$ cat src/rtl/seg_pkg.sv
// Shared types and constants for the 7-segment scan controller.
// Overflow handling is selected by the OVERFLOW_DASH_EN macro.
package seg_pkg;

  localparam int NUM_DIGITS = 4;
  localparam int BCD_W      = 4;
  localparam int BIN_W      = 14;

  localparam logic [BCD_W-1:0] BCD_DASH = 4'd10;
  localparam logic [BIN_W-1:0] MAX_DISP = 14'd9999;

  typedef enum logic [1:0] {
    IDLE,
    SHIFT,
    COMMIT
  } scan_state_t;

  // Index 3 is the thousands digit, index 0 the units digit.
  typedef logic [NUM_DIGITS-1:0][BCD_W-1:0] bcd4_t;

  // Double-dabble correction: every nibble of 5 or more gets +3 before the shift.
  function automatic bcd4_t dabble_adjust(input bcd4_t s);
    bcd4_t r;
    r = s;
    for (int i = 0; i < NUM_DIGITS; i++) begin
      if (s[i] >= 4'd5) r[i] = s[i] + 4'd3;
    end
    return r;
  endfunction

endpackage

$ cat src/rtl/bin2bcd_seq.sv
// Sequential 14-bit binary to 4-digit BCD converter (one double-dabble step per cycle).
// OVERFLOW_DASH_EN selects dash output for values above 9999; otherwise they are clamped.
module bin2bcd_seq
  import seg_pkg::*;
(
  input  logic             clk,
  input  logic             rst_n,
  input  logic             start,
  input  logic [BIN_W-1:0] bin,
  output logic             busy,
  output logic             done,
  output bcd4_t            result
);

  scan_state_t      state;
  scan_state_t      next_state;
  logic [3:0]       iter;
  bcd4_t            scratch;
  logic [BIN_W-1:0] bin_sr;
  logic [BIN_W-1:0] captured;
  logic [29:0]      shifted;

  assign shifted = {dabble_adjust(scratch), bin_sr} << 1;

  always_ff @(posedge clk or negedge rst_n) begin
    if (!rst_n) state <= IDLE;
    else        state <= next_state;
  end

  always_comb begin
    next_state = state;
    busy       = 1'b0;
    done       = 1'b0;
    case (state)
      IDLE: begin
        if (start) next_state = SHIFT;
      end
      SHIFT: begin
        busy = 1'b1;
        if (iter == 4'd13) next_state = COMMIT;
      end
      COMMIT: begin
        busy       = 1'b1;
        done       = 1'b1;
        next_state = IDLE;
      end
      default: next_state = IDLE;
    endcase
  end

  always_ff @(posedge clk or negedge rst_n) begin
    if (!rst_n) begin
      scratch <= '0;
      bin_sr  <= '0;
      iter    <= '0;
    end else begin
      case (state)
        IDLE: begin
          if (start) begin
            scratch <= '0;
            bin_sr  <= captured;
            iter    <= '0;
          end
        end
        SHIFT: begin
          {scratch, bin_sr} <= shifted;
          iter              <= iter + 4'd1;
        end
        default: ;
      endcase
    end
  end

`ifdef OVERFLOW_DASH_EN
  logic ovf;

  assign captured = bin;

  // The flag is frozen at capture so a changing input cannot affect an in-flight conversion.
  always_ff @(posedge clk or negedge rst_n) begin
    if (!rst_n)                      ovf <= 1'b0;
    else if (state == IDLE && start) ovf <= (bin > MAX_DISP);
  end

  assign result = ovf ? {NUM_DIGITS{BCD_DASH}} : scratch;
`else
  assign captured = (bin > MAX_DISP) ? MAX_DISP : bin;
  assign result   = scratch;
`endif

endmodule

$ cat src/rtl/seg_scan_ctrl.sv
// 4-digit 7-segment scan driver: converts a loaded binary value to BCD and multiplexes the digits.
// Build option OVERFLOW_DASH_EN shows "----" for values above 9999 instead of clamping.
module seg_scan_ctrl
  import seg_pkg::*;
#(
  parameter int REFRESH_DIV = 100000
) (
  input  logic             clk,
  input  logic             rst_n,
  input  logic [BIN_W-1:0] value,
  input  logic             load,
  output logic             busy,
  output logic [1:0]       en,
  output logic [BCD_W-1:0] bcd,
  output logic             frame_tick
);

  localparam int PRE_W = (REFRESH_DIV > 1) ? $clog2(REFRESH_DIV) : 1;
  localparam logic [PRE_W-1:0] PRE_LAST = PRE_W'(REFRESH_DIV - 1);

  logic [PRE_W-1:0] prescale;
  logic             slot_end;
  logic             conv_done;
  bcd4_t            conv_result;
  bcd4_t            digits;

  bin2bcd_seq u_conv (
    .clk    (clk),
    .rst_n  (rst_n),
    .start  (load),
    .bin    (value),
    .busy   (busy),
    .done   (conv_done),
    .result (conv_result)
  );

  // Digits only change on the commit edge, so the display never shows a partial result.
  always_ff @(posedge clk or negedge rst_n) begin
    if (!rst_n)         digits <= '0;
    else if (conv_done) digits <= conv_result;
  end

  assign slot_end = (prescale == PRE_LAST);

  always_ff @(posedge clk or negedge rst_n) begin
    if (!rst_n) begin
      prescale   <= '0;
      en         <= 2'd0;
      frame_tick <= 1'b0;
    end else begin
      frame_tick <= slot_end && (en == 2'd3);
      if (slot_end) begin
        prescale <= '0;
        en       <= en + 2'd1;
      end else begin
        prescale <= prescale + PRE_W'(1);
      end
    end
  end

  // en=0 selects the thousands digit, which lives in the top nibble.
  assign bcd = digits[~en];

endmodule

$ cat config.mk
export PLATFORM = sky130hd
export DESIGN_NAME = seg_scan_ctrl
export DESIGN_NICKNAME = d
export VERILOG_FILES = /design/src/rtl/seg_pkg.sv /design/src/rtl/bin2bcd_seq.sv /design/src/rtl/seg_scan_ctrl.sv
export SDC_FILE = /design/constraint.sdc
export NUM_CORES = 1
export LEC_CHECK = 0
export BUFFER_PORTS_ARGS = -buffer_cell sky130_fd_sc_hd__buf_2
export CORE_MARGIN = 2
export CORE_UTILIZATION = 60
export DETAILED_ROUTE_END_ITERATION = 6
export PLACE_DENSITY = 0.79
export SLEW_MARGIN = 40
export SYNTH_ARGS = -nofsm -noshare
export SYNTH_HDL_FRONTEND = slang
export SYNTH_SLANG_ARGS = --single-unit
$ cat constraint.sdc
create_clock -name clk -period 2.35 [get_ports clk]
set_clock_uncertainty 0.1 [all_clocks]
set_input_delay 0.235 -clock clk [delete_from_list [all_inputs] [get_ports clk]]
set_output_delay 0.235 -clock clk [all_outputs]
set_load 0.01 [all_outputs]
# Yosys cells after proc, flatten, opt, wreduce, memory -nomap -nowiden

Cells that the tools add are included.

Equality and inequality tests: 7
Reductions and logical operators: 6
Add/subtract/negate cells: 7
Mux-type cells: 19
Bitwise gates (word level): 1
Order comparisons: 6

Operator list:

| cell                  | count |
|---|---|
| $pmux 16 s2           | 1 |
| $mux 14               | 2 |
| $pmux 14 s2           | 1 |
| $mux 4                | 5 |
| $add 17x1->17 const B | 1 |
| $eq 17x17->1 const B  | 1 |
| $mux 17               | 1 |
| $ge 4x3->1 const B    | 4 |
| $mux 16               | 1 |
| $gt 14x14->1 const B  | 1 |
| $add 4x2->4 const B   | 3 |
| $bmux 4 s2            | 1 |
| $pmux 4 s2            | 1 |
| $add 4x1->4 const B   | 1 |
| $eq 2x2->1 const B    | 2 |
| $eq 4x4->1 const B    | 1 |
| $mux 2                | 2 |
| $pmux 2 s2            | 1 |
| $reduce_and 2->1      | 2 |
| $add 3x2->3 const B   | 1 |
| $lt 2x3->1 const B    | 1 |
| $mux 3                | 1 |
| $add 2x1->2 const B   | 1 |
| $eq 2x1->1 const B    | 1 |
| other kinds (8)       | 9 |

Input bits: 17
Flip-flop bits (word level): 72
Output and inout port bits: 8

# Logic depth before layout (Yosys ltp)

Gate-level depths: netlist (run 1).

Depth after elaboration: 4
Gate-level depth with buffers: 8
Gate-level depth less buffers: 6

# Cells and area by module

Synthesis (run 1) repeated with hierarchy kept, for this count alone.

Cells, all modules: 309
Area total of the unflattened synthesis: 3502.1 um^2

By module, submodules not included:

| module        | area each (um^2) | cells each | instances |
|---|---|---|---|
| bin2bcd_seq   | 1874.3           | 184        | 1 |
| seg_scan_ctrl | 1627.8           | 125        | 1 |

# Least setup slack after synthesis (run 1)

No wires, ideal clock.

Path type: reg2reg
Start point: register u_conv.state[0]
End point: register u_conv.bin_sr[13]
Clock period less this slack: 1.828 ns
Slack: 0.522 ns
Arrival: 1.592 ns
Path buffers: 2
Stages on the path, launching flop included: 7
Data required time: 2.114 ns
Cell sequence: dfrtp_1 inv_1 ha_1 mux2i_1 buf_2 buf_1 o21ai_0

Longest elaborated chain between the ends: 3
Elaborated cells on any way between the ends: 6

RTL lines:

| what                                                             | RTL line          | RTL |
|---|---|---|
| start, declared                                                  | bin2bcd_seq.sv:15 | `scan_state_t state;` |
| start signal, assigned                                           | bin2bcd_seq.sv:27 | `else state <= next_state;` |
| $eq 2x1->1 or $logic_not 2->1 (tied branches)                    | bin2bcd_seq.sv:57 | `case (state)` |
| $reduce_bool 2->1 (no source line) or $ne 2x2->1 (tied branches) | -                 |  |
| $reduce_and 2->1 (no source line)                                | -                 |  |
| end signal, assigned                                             | bin2bcd_seq.sv:61 | `bin_sr <= captured;` |
| end signal, assigned                                             | bin2bcd_seq.sv:66 | `{scratch, bin_sr} <= shifted;` |
| end, declared                                                    | bin2bcd_seq.sv:19 | `logic [BIN_W-1:0] bin_sr;` |

Parallel ways exist; a longest one is shown, timed or not.
A chain may end at the register's enable or synchronous reset.

# Worst setup path after layout (run 1)

Start point: register u_conv.state[1]
End point: register u_conv.bin_sr[10]

The elaborated chain is that of the path after synthesis.

==> results of run 1 <==
[worst max-delay path by stage]
stage / startpoint / end / cells after the start
2_1_floorplan: u_conv.state[0] / u_conv.bin_sr[13] / 6
5_1_grt: u_conv.state[1] / u_conv.bin_sr[10] / 7
4_1_cts: en[0] / bcd[2] / 2
6_report: u_conv.state[1] / u_conv.bin_sr[10] / 7
3_3_place_gp: u_conv.state[0] / u_conv.result[8] / 6
3_5_place_dp: u_conv.state[1] / u_conv.result[12] / 6
[area by class of cell]
cell class / instances / area (um2) / area share
inverters: 13 / 48.8 / 0.0123
flip-flops and latches: 72 / 1800 / 0.453
well taps: 72 / 90.1 / 0.0226
clock buffers: 12 / 165 / 0.0415
clock inverters: 4 / 51.3 / 0.0129
multi-input cells: 210 / 1610 / 0.405
repair buffers: 34 / 210 / 0.0528
[layer usage]
metal	vias to the layer above	GRT usage
met4	0	0.0898
li1	1184	-
met3	10	0.0517
met5	-	0
met2	30	0.409
met1	1267	0.333
[cells by family after synthesis]
group | Yosys count | synth area share
AOI/OAI and AO/OA | 63 | 0.116
xor gates and xnor gates | 24 | 0.0618
adders and majority gates | 15 | 0.0533
buffers and inverters | 26 | 0.0309
DFF | 72 | 0.512
muxes | 28 | 0.101
and+or+nand+nor | 80 | 0.125
[cells in the mapped netlist, drive strengths merged, types with 6 or more instances]
library cell,n,area (um2)
nor4,6,52.6
o22ai,6,37.5
nand2,17,63.8
nand3,9,45.0
dfrtp,72,1800
a21oi,12,60.1
o21ai,20,100
mux2,21,236
xnor2,13,114
nor2,17,63.8
xor2,11,104
inv,13,48.8
ha,15,188
buf,8,41.3
[worst max-delay path, cell delays in order, from the launching register on]
cell and delay [ns]:
sky130_fd_sc_hd__dfrtp_1 0.39, sky130_fd_sc_hd__inv_1 0.10, sky130_fd_sc_hd__ha_1 0.27, sky130_fd_sc_hd__mux2i_1 0.32
sky130_fd_sc_hd__buf_4 0.23, sky130_fd_sc_hd__or2_2 0.28, sky130_fd_sc_hd__o22ai_1 0.12, sky130_fd_sc_hd__a31oi_1 0.14
[stage by stage]
stage,worst slack (ns),hold slack [ns]
after floorplan,0.522,-0.161
final,0.327,0.00735
after CTS,0.317,0.00907
after detailed placement,0.347,0.188
after global placement,0.450,0.178
after global routing,0.0887,0.0180
[flip-flops by register name (all words and copies together), names as in the netlist]
| register | count |
|---|---|
| prescale | 17 |
| u_conv.state | 2 |
| u_conv.result | 16 |
| digits | 16 |
| en | 2 |
| u_conv.bin_sr | 14 |
| u_conv.iter | 4 |
| frame_tick | 1 |
[cell usage in the layout, fill, tap and decap left out, drive strengths merged, types with 4 or more instances in the layout]
master / n
mux2: 21
nand2b: 4
o21ai: 20
o32ai: 4
inv: 13
nand4: 5
mux4: 4
nand3b: 4
a21oi: 12
nor4: 6
a31o: 4
ha: 15
nand3: 9
a32o: 4
nor3: 5
a22o: 5
clkbuf: 12
nand2: 17
xnor2: 13
buf: 33
nor2: 17
o31ai: 4
xor2: 11
dfrtp: 72
o22ai: 6
[power by group]
part | leakage (nW) | switching (mW) | internal [mW]
sequential | 0.942 | 0.256 | 1.56
clock | 0.109 | 0.475 | 0.577
combinational | 0.791 | 0.797 | 0.688
total | 1.84 | 1.53 | 2.83
[timing repair]
action	4_1_cts	5_1_grt
hold endpoints to repair	26	0
hold buffers	1	0
setup endpoints to repair	0	0
==> impl_metrics.json, run 1 <==
{
  "status": "finished clean",
  "worst_r2r_endpoint": "u_conv.bin_sr[10]",
  "grt_use_total": 0.251,
  "fill_cells": 389,
  "antenna_violating_nets_remaining": 0,
  "holdPathStages": 3,
  "synth-main-ff-cell": "sky130_fd_sc_hd__dfrtp_1",
  "syn_avg_cell_area_um2": 11.4,
  "grt_first_pass_wirelength_mm": 12.0,
  "drt_first_iter_violations": 140,
  "post_cts_resized": 0,
  "unique_cell_type_count_in_the_yosys_netlist": 44,
  "min_period_ns": 2.02,
  "std_cell_rows": 27,
  "max_freq_mhz": 494,
  "antenna_found_initial": 0,
  "grt_pass1_vias": 2492,
  "final_cell_area_mm2": 0.00398,
  "post-route-util": 0.714,
  "ios": 25,
  "end_point_of_the_most_critical_hold_path": "u_conv.bin_sr[0]",
  "fin_tns_setup_ns": 0,
  "ys_async_sr_fraction": 1.00,
  "kind_of_capture_point_of_the_worst_setup_path": "flip-flop",
  "r2r_cells": 7,
  "drt_drc_violations_left": 0,
  "net_count_of_the_finished_layout": 372,
  "syn-num-nets": 340,
  "clockBufferDepth": 2,
  "place_inst": 400,
  "area.growth.synth_to_final_pct": 13.0,
  "lkg_pwr_nw": 1.84,
  "h_tree_depth": 3,
  "hold_violations_final": 0,
  "totalPowerFinal_mw": 4.36,
  "grt_max_degree": 47,
  "clock-sinks": 72,
  "gp_congestion": 0.848,
  "grt_setup_unrepaired": "false",
  "met3_length_um": 207,
  "ys_seq_elements": 72,
  "yosys_warnings": 0,
  "final_global_route_overflow_total": 0,
  "die_height_um": 80.6,
  "finalMaxSlewViolations": 0,
  "report.final.setup_viol": 0,
  "insertion_delay_ns": 0.35,
  "clk_root_buffer_cell": "sky130_fd_sc_hd__clkbuf_8",
  "p_per_area_mw_per_mm2": 1090,
  "placement.cell_area_mm2": 0.00375,
  "tritoncts": "built",
  "beginning_of_the_worst_register_to_register_path": "u_conv.state[1]",
  "met2_length_mm": 3.61,
  "ir_drop_worst_vdd_mv": 0.822,
  "startpoint_type": "flip-flop",
  "dr_total_vias": 2491,
  "setup.reg_to_reg.worst_slack_ns": 0.33,
  "finalNonFillerCells": 417,
  "postCtsSetupBuffers": 0,
  "clk_pin_slew_ns": 0.07,
  "max-slew-margin-rel": 0.587,
  "placement.io_buffers": 24,
  "wl_per_cell_um": 17.1,
  "synth_cells": 308,
  "netlist_area_mm2": 0.00352,
  "hp-start": "value[0]",
  "critPathArrivalTime_ns": 2.20,
  "worst_slew_pin_slew_ns": 0.619,
  "detailedPlacementHpwl_mm": 4.99,
  "drt_wirelength_mm": 7.15,
  "crit_type": "reg -> reg",
  "drv_cap": 0,
  "route.top_layer_used": "met4",
  "avgViaCountPerCell": 5.97,
  "crit_fanout": 13,
  "core_area_mm2": 0.00557,
  "final_layout_size_suffix_gt1_frac": 0.235,
  "initial_core_util": 0.632,
  "route.layer.met1.wl_mm": 3.23,
  "cp_data_required_time_ns": 2.52,
  "fp.dieArea_mm2": 0.00650,
  "antenna_cells": 0,
  "yosysSeqAreaShare": 0.512,
  "final_min_period_over_clock_period": 0.861,
  "cts_buffers": 9,
  "firstDrtPassIters": 4,
  "synth_enable_flop_cells": 0,
  "hold_class": "in -> reg",
  "die-width_um": 80.6
}
(Power assumes the default switching activity.)
==> run 2, diff against run 1 <==
--- a/config.mk
+++ b/config.mk
@@ -9,7 +9,8 @@
 export CORE_MARGIN = 2
 export CORE_UTILIZATION = 60
 export DETAILED_ROUTE_END_ITERATION = 6
-export PLACE_DENSITY = 0.79
+export HOLD_SLACK_MARGIN = 0.08
+export PLACE_DENSITY_LB_ADDON = 0.3
 export SLEW_MARGIN = 40
 export SYNTH_ARGS = -nofsm -noshare
 export SYNTH_HDL_FRONTEND = slang
==> impl_metrics.json, run 2 (synthesis gave the netlist of run 1 again) <==
{
  "status": "finished clean",
  "route.top_layer_used": "met4",
  "lkg_pwr_nw": 1.85,
  "post-route-util": 0.720,
  "hold_class": "in -> reg",
  "route.layer.met1.wl_mm": 2.98,
  "finalNonFillerCells": 426,
  "area.growth.synth_to_final_pct": 14.0,
  "die-width_um": 80.6,
  "h_tree_depth": 3,
  "max-slew-margin-rel": 0.559,
  "finalMaxSlewViolations": 0,
  "grt_pass1_vias": 2602,
  "crit_type": "reg -> reg",
  "detailedPlacementHpwl_mm": 4.89,
  "insertion_delay_ns": 0.34,
  "met3_length_um": 320,
  "grt_first_pass_wirelength_mm": 12.0,
  "clk_pin_slew_ns": 0.07,
  "met2_length_mm": 3.50,
  "critPathArrivalTime_ns": 2.18,
  "die_height_um": 80.6,
  "mostFrequentLayoutCell": "sky130_fd_sc_hd__dfrtp_1",
  "fp.dieArea_mm2": 0.00650,
  "grt_setup_unrepaired": "false",
  "kind_of_capture_point_of_the_worst_setup_path": "flip-flop",
  "antenna_violating_nets_remaining": 0,
  "firstDrtPassIters": 4,
  "pre_cts_slack_ns": 0.319,
  "cp_data_required_time_ns": 2.48,
  "placement.io_buffers": 24,
  "core_area_mm2": 0.00557,
  "wl_per_cell_um": 16.2,
  "final_cell_area_mm2": 0.00401,
  "fin_hold_ws_ns": 0.0941,
  "drv_cap": 0,
  "avgViaCountPerCell": 5.91,
  "fill_cells": 403,
  "worst_slew_pin_slew_ns": 0.661,
  "drt_first_iter_violations": 147,
  "startpoint_type": "flip-flop",
  "clk_root_buffer_cell": "sky130_fd_sc_hd__clkbuf_8",
  "cts-hold-fix-buffers": 7,
  "report.final.setup_viol": 0,
  "grt_max_degree": 28,
  "grt_use_total": 0.247,
  "postCtsSetupBuffers": 0,
  "dr_total_vias": 2519,
  "initial_core_util": 0.632,
  "net_count_of_the_finished_layout": 381,
  "layout_common_cells": "sky130_fd_sc_hd__dfrtp_1 (72), sky130_fd_sc_hd__buf_2 (24), sky130_fd_sc_hd__o21ai_0 (20), sky130_fd_sc_hd__mux2_2 (20)",
  "clockBufferDepth": 2,
  "std_cell_rows": 27,
  "cts_buffers": 9,
  "drt_drc_violations_left": 0,
  "crit_fanout": 10,
  "largest_reg_flops": 17,
  "antenna_cells": 0,
  "final_global_route_overflow_total": 0,
  "placement.cell_area_mm2": 0.00378,
  "post_cts_resized": 0,
  "place_inst": 403,
  "tritoncts": "built",
  "p_per_area_mw_per_mm2": 1030,
  "hold_violations_final": 0,
  "ir_drop_worst_vdd_mv": 0.742,
  "setup_slack_ns": 0.305,
  "clock-sinks": 72,
  "final_layout_size_suffix_gt1_frac": 0.234,
  "max_freq_mhz": 489,
  "final_min_period_over_clock_period": 0.870,
  "ios": 25,
  "top_register": "prescale",
  "gp_congestion": 0.809,
  "antenna_found_initial": 0,
  "fin_tns_setup_ns": 0,
  "totalPowerFinal_mw": 4.14,
  "drt_wirelength_mm": 6.91,
  "min_period_ns": 2.04
}
==> run 2: changes by cell type in the layout (fill, tap and decap cells not counted) <==
| cell | previous run | this run |
|---|---|---|
| sky130_fd_sc_hd__dlygate4sd3_1 | 1 | 7 |
| sky130_fd_sc_hd__buf_4 | 8 | 11 |
| sky130_fd_sc_hd__clkbuf_8 | 12 | 9 |
| sky130_fd_sc_hd__clkbuf_1 | 0 | 2 |
| sky130_fd_sc_hd__bufinv_16 | 1 | 0 |
| sky130_fd_sc_hd__clkinv_2 | 1 | 2 |
| sky130_fd_sc_hd__clkinvlp_4 | 1 | 2 |
| sky130_fd_sc_hd__mux2i_1 | 3 | 2 |
| sky130_fd_sc_hd__mux2i_2 | 0 | 1 |
==> run 2: cell type report <==
| class | instances | area, um2 | area share |
|---|---|---|---|
| flip-flops and latches | 72 | 1800 | 0.449 |
| multi-input cells | 210 | 1610 | 0.402 |
| inverters | 13 | 48.8 | 0.0122 |
| well taps | 72 | 90.1 | 0.0225 |
| repair buffers | 43 | 293 | 0.0730 |
| clock inverters | 5 | 33.8 | 0.00842 |
| clock buffers | 11 | 131 | 0.0327 |
==> run 2: per-layer routing <==
metal  GRT usage  up-vias
met5           0        -
li1            -     1200
met2       0.418       60
met1       0.316     1251
met3      0.0618        8
met4      0.0729        0
==> run 2: path summary, 6_finish.rpt <==
path                              startpoint                 to  slack [ns]  cells after the start
setup / recovery             u_conv.state[0]   u_conv.bin_sr[5]        0.31                      7
hold / removal                     value[13]   u_conv.bin_sr[0]        0.09                      3
setup reg to reg             u_conv.state[0]   u_conv.bin_sr[5]        0.31                      7
hold reg to reg            u_conv.bin_sr[11]  u_conv.bin_sr[11]        0.39                      2
max in group asynchronous              rst_n          digits[8]        1.15                      3
min in group asynchronous              rst_n  u_conv.bin_sr[12]        0.36                      2
==> run 2: report_power, final <==
part           internal (mW)  switching [mW]  total, mW
Clock                  0.381           0.443      0.825
Sequential              1.56           0.258       1.82
Combinational          0.697           0.796       1.49
==> run 2: worst max-delay path, stage by stage (launching register included) <==
cell,delay (ns)
sky130_fd_sc_hd__dfrtp_1,0.40
sky130_fd_sc_hd__inv_1,0.09
sky130_fd_sc_hd__ha_1,0.27
sky130_fd_sc_hd__mux2i_2,0.41
sky130_fd_sc_hd__nor2_1,0.10
sky130_fd_sc_hd__buf_4,0.18
sky130_fd_sc_hd__a22o_1,0.19
sky130_fd_sc_hd__a31o_2,0.21
